### src/rtl/store_buffer.sv
// In-order store buffer between MEM and a byte-addressed doubleword memory.
// Loads forward from the youngest exact match, read memory on a clean miss, and stall on partial overlap.
module store_buffer #(
  parameter int DEPTH = 4
) (
  input  logic                     clk,
  input  logic                     reset,
  input  logic                     st_valid,
  input  logic [63:0]              st_addr,
  input  logic [63:0]              st_data,
  output logic                     st_ready,
  input  logic                     ld_valid,
  input  logic [63:0]              ld_addr,
  output logic [63:0]              ld_data,
  output logic                     ld_hit,
  output logic                     ld_stall,
  output logic [63:0]              mem_addr,
  output logic [63:0]              mem_wdata,
  output logic                     mem_write,
  output logic                     mem_read,
  input  logic [63:0]              mem_rdata,
  output logic [$clog2(DEPTH):0]   count,
  output logic                     empty
);

  localparam int PW = $clog2(DEPTH);
  localparam int CW = PW + 1;

  logic [63:0]   addr_q [DEPTH];
  logic [63:0]   addr_d [DEPTH];
  logic [63:0]   data_q [DEPTH];
  logic [63:0]   data_d [DEPTH];
  logic [PW-1:0] head_q, head_d;
  logic [PW-1:0] tail_q, tail_d;
  logic [CW-1:0] count_q, count_d;
  logic          empty_q, empty_d;
  logic          ready_q, ready_d;

  logic [PW-1:0] slot_s [DEPTH];
  logic          hit_s;
  logic          stall_s;
  logic [63:0]   fwd_data_s;
  logic          push_s;
  logic          pop_s;

  // Physical slot of the k-th oldest entry.
  always_comb begin
    for (int k = 0; k < DEPTH; k++) begin
      slot_s[k] = head_q + PW'(k);
    end
  end

  // Oldest-to-youngest scan: an exact match clears any older conflict, a younger partial overlap re-raises it.
  always_comb begin
    hit_s      = 1'b0;
    stall_s    = 1'b0;
    fwd_data_s = 64'd0;
    for (int k = 0; k < DEPTH; k++) begin
      if ((CW'(k) < count_q) && (addr_q[slot_s[k]] == ld_addr)) begin
        hit_s      = 1'b1;
        stall_s    = 1'b0;
        fwd_data_s = data_q[slot_s[k]];
      end else if ((CW'(k) < count_q) &&
                   ({1'b0, addr_q[slot_s[k]]} <= ({1'b0, ld_addr} + 65'd7)) &&
                   ({1'b0, ld_addr} <= ({1'b0, addr_q[slot_s[k]]} + 65'd7))) begin
        stall_s = 1'b1;
      end else begin
        stall_s = stall_s;
      end
    end
  end

  // Memory port arbitration: a missing load owns the port, otherwise the head drains.
  always_comb begin
    ld_data   = 64'd0;
    ld_hit    = 1'b0;
    ld_stall  = 1'b0;
    mem_read  = 1'b0;
    mem_write = 1'b0;
    mem_addr  = 64'd0;
    mem_wdata = 64'd0;
    if (reset) begin
      mem_write = 1'b0;
    end else begin
      if (ld_valid && stall_s) begin
        ld_stall = 1'b1;
      end else if (ld_valid && hit_s) begin
        ld_hit  = 1'b1;
        ld_data = fwd_data_s;
      end else if (ld_valid) begin
        mem_read = 1'b1;
        mem_addr = ld_addr;
        ld_data  = mem_rdata;
      end else begin
        ld_data = 64'd0;
      end
      if (!mem_read && (count_q != CW'(0))) begin
        mem_write = 1'b1;
        mem_addr  = addr_q[head_q];
        mem_wdata = data_q[head_q];
      end else begin
        mem_write = 1'b0;
      end
    end
  end

  // FIFO next state.
  always_comb begin
    push_s = st_valid && ready_q;
    pop_s  = mem_write;
    addr_d = addr_q;
    data_d = data_q;
    if (push_s) begin
      addr_d[tail_q] = st_addr;
      data_d[tail_q] = st_data;
    end else begin
      addr_d[tail_q] = addr_q[tail_q];
    end
    tail_d  = push_s ? (tail_q + PW'(1)) : tail_q;
    head_d  = pop_s  ? (head_q + PW'(1)) : head_q;
    count_d = count_q + CW'(push_s) - CW'(pop_s);
    ready_d = (count_d < CW'(DEPTH));
    empty_d = (count_d == CW'(0));
  end

  // State registers.
  always_ff @(posedge clk or posedge reset) begin
    if (reset) begin
      for (int k = 0; k < DEPTH; k++) begin
        addr_q[k] <= 64'd0;
        data_q[k] <= 64'd0;
      end
      head_q  <= '0;
      tail_q  <= '0;
      count_q <= '0;
      empty_q <= 1'b1;
      ready_q <= 1'b1;
    end else begin
      addr_q  <= addr_d;
      data_q  <= data_d;
      head_q  <= head_d;
      tail_q  <= tail_d;
      count_q <= count_d;
      empty_q <= empty_d;
      ready_q <= ready_d;
    end
  end

  assign count    = count_q;
  assign empty    = empty_q;
  assign st_ready = ready_q;

endmodule

### config.mk
export PLATFORM = sky130hd
export DESIGN_NAME = store_buffer
export DESIGN_NICKNAME = d
export VERILOG_FILES = /design/src/rtl/store_buffer.sv
export SDC_FILE = /design/constraint.sdc
export NUM_CORES = 2
export LEC_CHECK = 0
export CORE_ASPECT_RATIO = 1.5
export CORE_MARGIN = 2
export CORE_UTILIZATION = 40
export DETAILED_ROUTE_END_ITERATION = 10
export MAX_ROUTING_LAYER = met4
export PLACE_DENSITY = 0.67
export SYNTH_ARGS = -nofsm -noshare
export SYNTH_HDL_FRONTEND = slang
export SYNTH_SLANG_ARGS = --single-unit
### constraint.sdc
create_clock -name clk -period 33.4 [get_ports clk]
set_input_delay 3.34 -clock clk [delete_from_list [all_inputs] [get_ports clk]]
set_output_delay 3.34 -clock clk [all_outputs]
set_load 0.03 [all_outputs]
==> impl_metrics.py <==
metrics = {
    "die": {
        "coreArea_um2": 149000,
        "initial_core_util_pct": 40.2,
        "dieArea_um2": 153000,
        "fp-row-count": 174,
        "ioPinCount": 461,
        "die_w_um": 320,
        "die_height_um": 478,
    },
    "worst_setup_path": {
        "cp_num_buf_inv": 4,
        "crit_path_end_kind": "output port",
        "cpLargestDelayFamily": "simple AND/OR/NAND/NOR gates",
        "critPathMostFrequentCell": "nand4_1",
        "cp.depth": 23,
        "cp_cell_sequence": "clkdlybuf4s50_1 > and4_1 > nand4_1 > nor3_1 > buf_4 > nand2_1 > nor2_1 > nand4_1 > nor4_1 > nand3_1 > xnor2_1 > ha_1 > nand4_1 > nor3_1 > nand2_1 > nor4_1 > o221ai_1 > a211o_1 > o211ai_1 > a311o_2 > buf_4 > nor2b_1 > clkdlybuf4s50_1",
        "criticalPathCategory": "in2out",
        "cp_max_fo": 39,
        "worstSetupStartpointType": "input pin",
        "ff2ff_path_depth": 33,
        "cp_slowest_stage_delay_ps": 1000,
        "arrival_ps": 13520,
        "slowest_stage": "clkdlybuf4s50_1",
        "required_ps": 30060,
    },
    "global_routing": {
        "grt_pass1_vias": 56800,
        "antenna_found_initial": 47,
        "grt_pass1_wl_mm": 462,
        "gr-total-overflow": 0,
        "grt_max_degree": 209,
        "track_usage_pct": 44.7,
    },
    "timing": {
        "fin_setup_tns_ps": 0,
        "rsz0062_at_grt": "false",
        "max_freq_mhz": 59.3,
        "tightest_slew_ps": 1450,
        "period_minus_slack_ps": 16860,
        "fin_crit_sh_pct": 50.5,
        "final-setup-viol-count": 0,
        "fin_skew_ps": 93.2,
        "hold_viol": 0,
        "slew_headroom_pct": 2.50,
        "slew_violations": 0,
    },
    "layout": {
        "fillers": 14300,
        "final_common_cell": "nand2_1",
        "layout-drive-gt1-share_pct": 15.9,
        "seq_area_um2": 13100,
        "final_cells": 8846,
        "nets": 7614,
        "layout_common_cells": "nand2_1 (613), nor2_1 (538), ha_1 (517)",
        "syn_to_final_growth_pct": 14.1,
        "multi_input_area_um2": 44300,
    },
    "clock_network": {
        "cts_setup_buffers": 0,
        "clockBufferDepth": 3,
        "cts_hold_buf": 0,
        "htree_levels": 2,
        "path_clk_slew_ps": 60,
        "numCtsBuffers": 56,
        "ctsResizeCount": 0,
        "cts-root-buf": "clkbuf_16",
        "cts_tree": "yes",
        "cts.sinks": 521,
        "clk_latency_ps": 780,
    },
    "place": {
        "dp_hpwl_mm": 267,
        "routabilityCongestion": 1.10,
        "numPortBuffers": 460,
        "place_inst": 8709,
    },
    "logic_synthesis": {
        "synth_edf_count": 0,
        "async_flop_share_pct": 100,
        "synthFlopType": "dfrtp_1",
        "yosysUniqueCellTypes": 97,
        "synth_area_um2": 60000,
        "yosys_warnings": 0,
        "ys_ff_latch": 521,
        "synth_area_per_cell_um2": 9.13,
        "synth_seq_area_share_pct": 21.7,
        "syn_inst": 6569,
        "synth_fp_nets": 7351,
    },
    "job": {
        "maxCapViolCount": 0,
    },
    "route": {
        "vias_per_cell": 6.62,
        "drt-wirelength-per-cell_um": 38.4,
        "dr.pass1.iters": 6,
        "drt_wl_total_mm": 340,
        "first_iter_violations": 6719,
        "vias": 58600,
        "ant_nets": 0,
        "drc_errors": 0,
    },
    "pwr": {
        "p_leak_uw": 0.0275,
        "vdd_ir_drop_max_mv": 0.0969,
        "cellPowerDensity_nw_per_um2": 130,
    },
    "worst_hold_path": {
        "hold_class": "reg2reg",
        "min_path_cells": 1,
    },
    "status": {
        "status": "finished, final reports clean",
    },
}
==> per-stage QoR <==
| stage | area, um^2 | power (uW) | utilization [%] | hold WS (ps) | setup slack, ps |
|---|---|---|---|---|---|
| 2_1_floorplan | 60000 | 5430 | - | 492 | 9120 |
| 3_3_place_gp | 66400 | 7900 | 44.4 | 501 | 16960 |
| 3_5_place_dp | 66400 | 7970 | 44.4 | 509 | 16820 |
| 4_1_cts | 68300 | 8700 | 45.8 | 527 | 16780 |
| 5_1_grt | 68400 | 9280 | 45.8 | 544 | 16420 |
| 6_report | 68400 | 8900 | 45.8 | 526 | 16540 |
==> routing by layer <==
metal,routed length (um),up-vias,GRT usage (%),part of all wire (%)
met5,0,-,-,0
met4,34000,0,35.5,10
met3,26700,836,8.33,7.9
met2,152000,3220,68.5,45
met1,127000,29300,51.3,37
li1,-,25200,-,-
==> cells in the mapped netlist (14+ instances only) <==
cell type  number  area share (%)
a2111oi_0      19            0.28
a211o_1        68            0.99
a211oi_1       96             1.2
a21o_1         60            0.75
a21oi_1       509             4.2
a221oi_1       89             1.3
a22oi_1        72            0.90
a2bb2oi_1      16            0.23
and2_1         22            0.23
and3_1         41            0.43
and4_1         37            0.54
buf_1          28            0.18
buf_2          34            0.28
buf_4          22            0.28
buf_6          62             1.2
clkbuf_1      291             1.8
dfrtp_1       519              22
ha_1          521              11
inv_1         123            0.77
mux2_2        414             7.8
mux2i_1       445             7.4
mux4_2        259             9.7
nand2_1       615             3.8
nand2b_1       23            0.24
nand3_1       140             1.2
nand4_1       200             2.1
nor2_1        539             3.4
nor2b_1        66            0.69
nor2b_2        29            0.42
nor3_1         93            0.78
nor4_1         53            0.55
o211ai_1       18            0.23
o21ai_0       292             2.4
o221ai_1       14            0.20
o22ai_1        19            0.20
or3_1          25            0.26
xnor2_1       322             4.7
xor2_1        158             2.3
==> kinds of logic (layout without fill, tap and decap cells) <==
group | count (synthesis) | after routing | share of synthesized area, %
and+or+nand+nor | 1959 | 1959 | 15.7
AOI/OAI and AO/OA | 1389 | 1389 | 14.7
muxes | 1123 | 1123 | 25.1
buffers and inverters | 574 | 881 | 4.85
adders and majority gates | 522 | 522 | 10.9
DFF | 521 | 521 | 21.7
xor gates and xnor gates | 481 | 481 | 7.04
other | 0 | 34 | 0
==> power breakdown <==
part	switching [uW]	internal, uW
registers	354	916
logic	4480	2450
clock network	310	389
total	5140	3760
==> registers in the layout, summed over array words and instances, names as in the netlist <==
signal,count
head_q,2
data_q,256
st_ready,1
addr_q,256
count,3
tail_q,2
empty,1
==> final timing paths <==
path / slack, ps / to / startpoint
min in group asynchronous: 3530 / addr_q[225] / reset
max in group asynchronous: 26620 / data_q[173] / reset
worst min register to register: 530 / data_q[201] / data_q[201]
worst min-delay path: 530 / data_q[201] / data_q[201]
worst max register to register: 20070 / st_ready / head_q[1]
worst max-delay path: 16540 / mem_wdata[56] / ld_addr[7]
==> cell type report <==
cell class / count / area share, %
diodes: 34 / 0.124
clock buffers: 72 / 2.24
clock inverters: 30 / 0.655
inverters: 124 / 0.695
multi-input cells: 5474 / 64.8
flip-flops and latches: 521 / 19.1
well taps: 1936 / 3.54
repair buffers: 655 / 8.90
No activity file was read; power rests on OpenSTA's default activity.
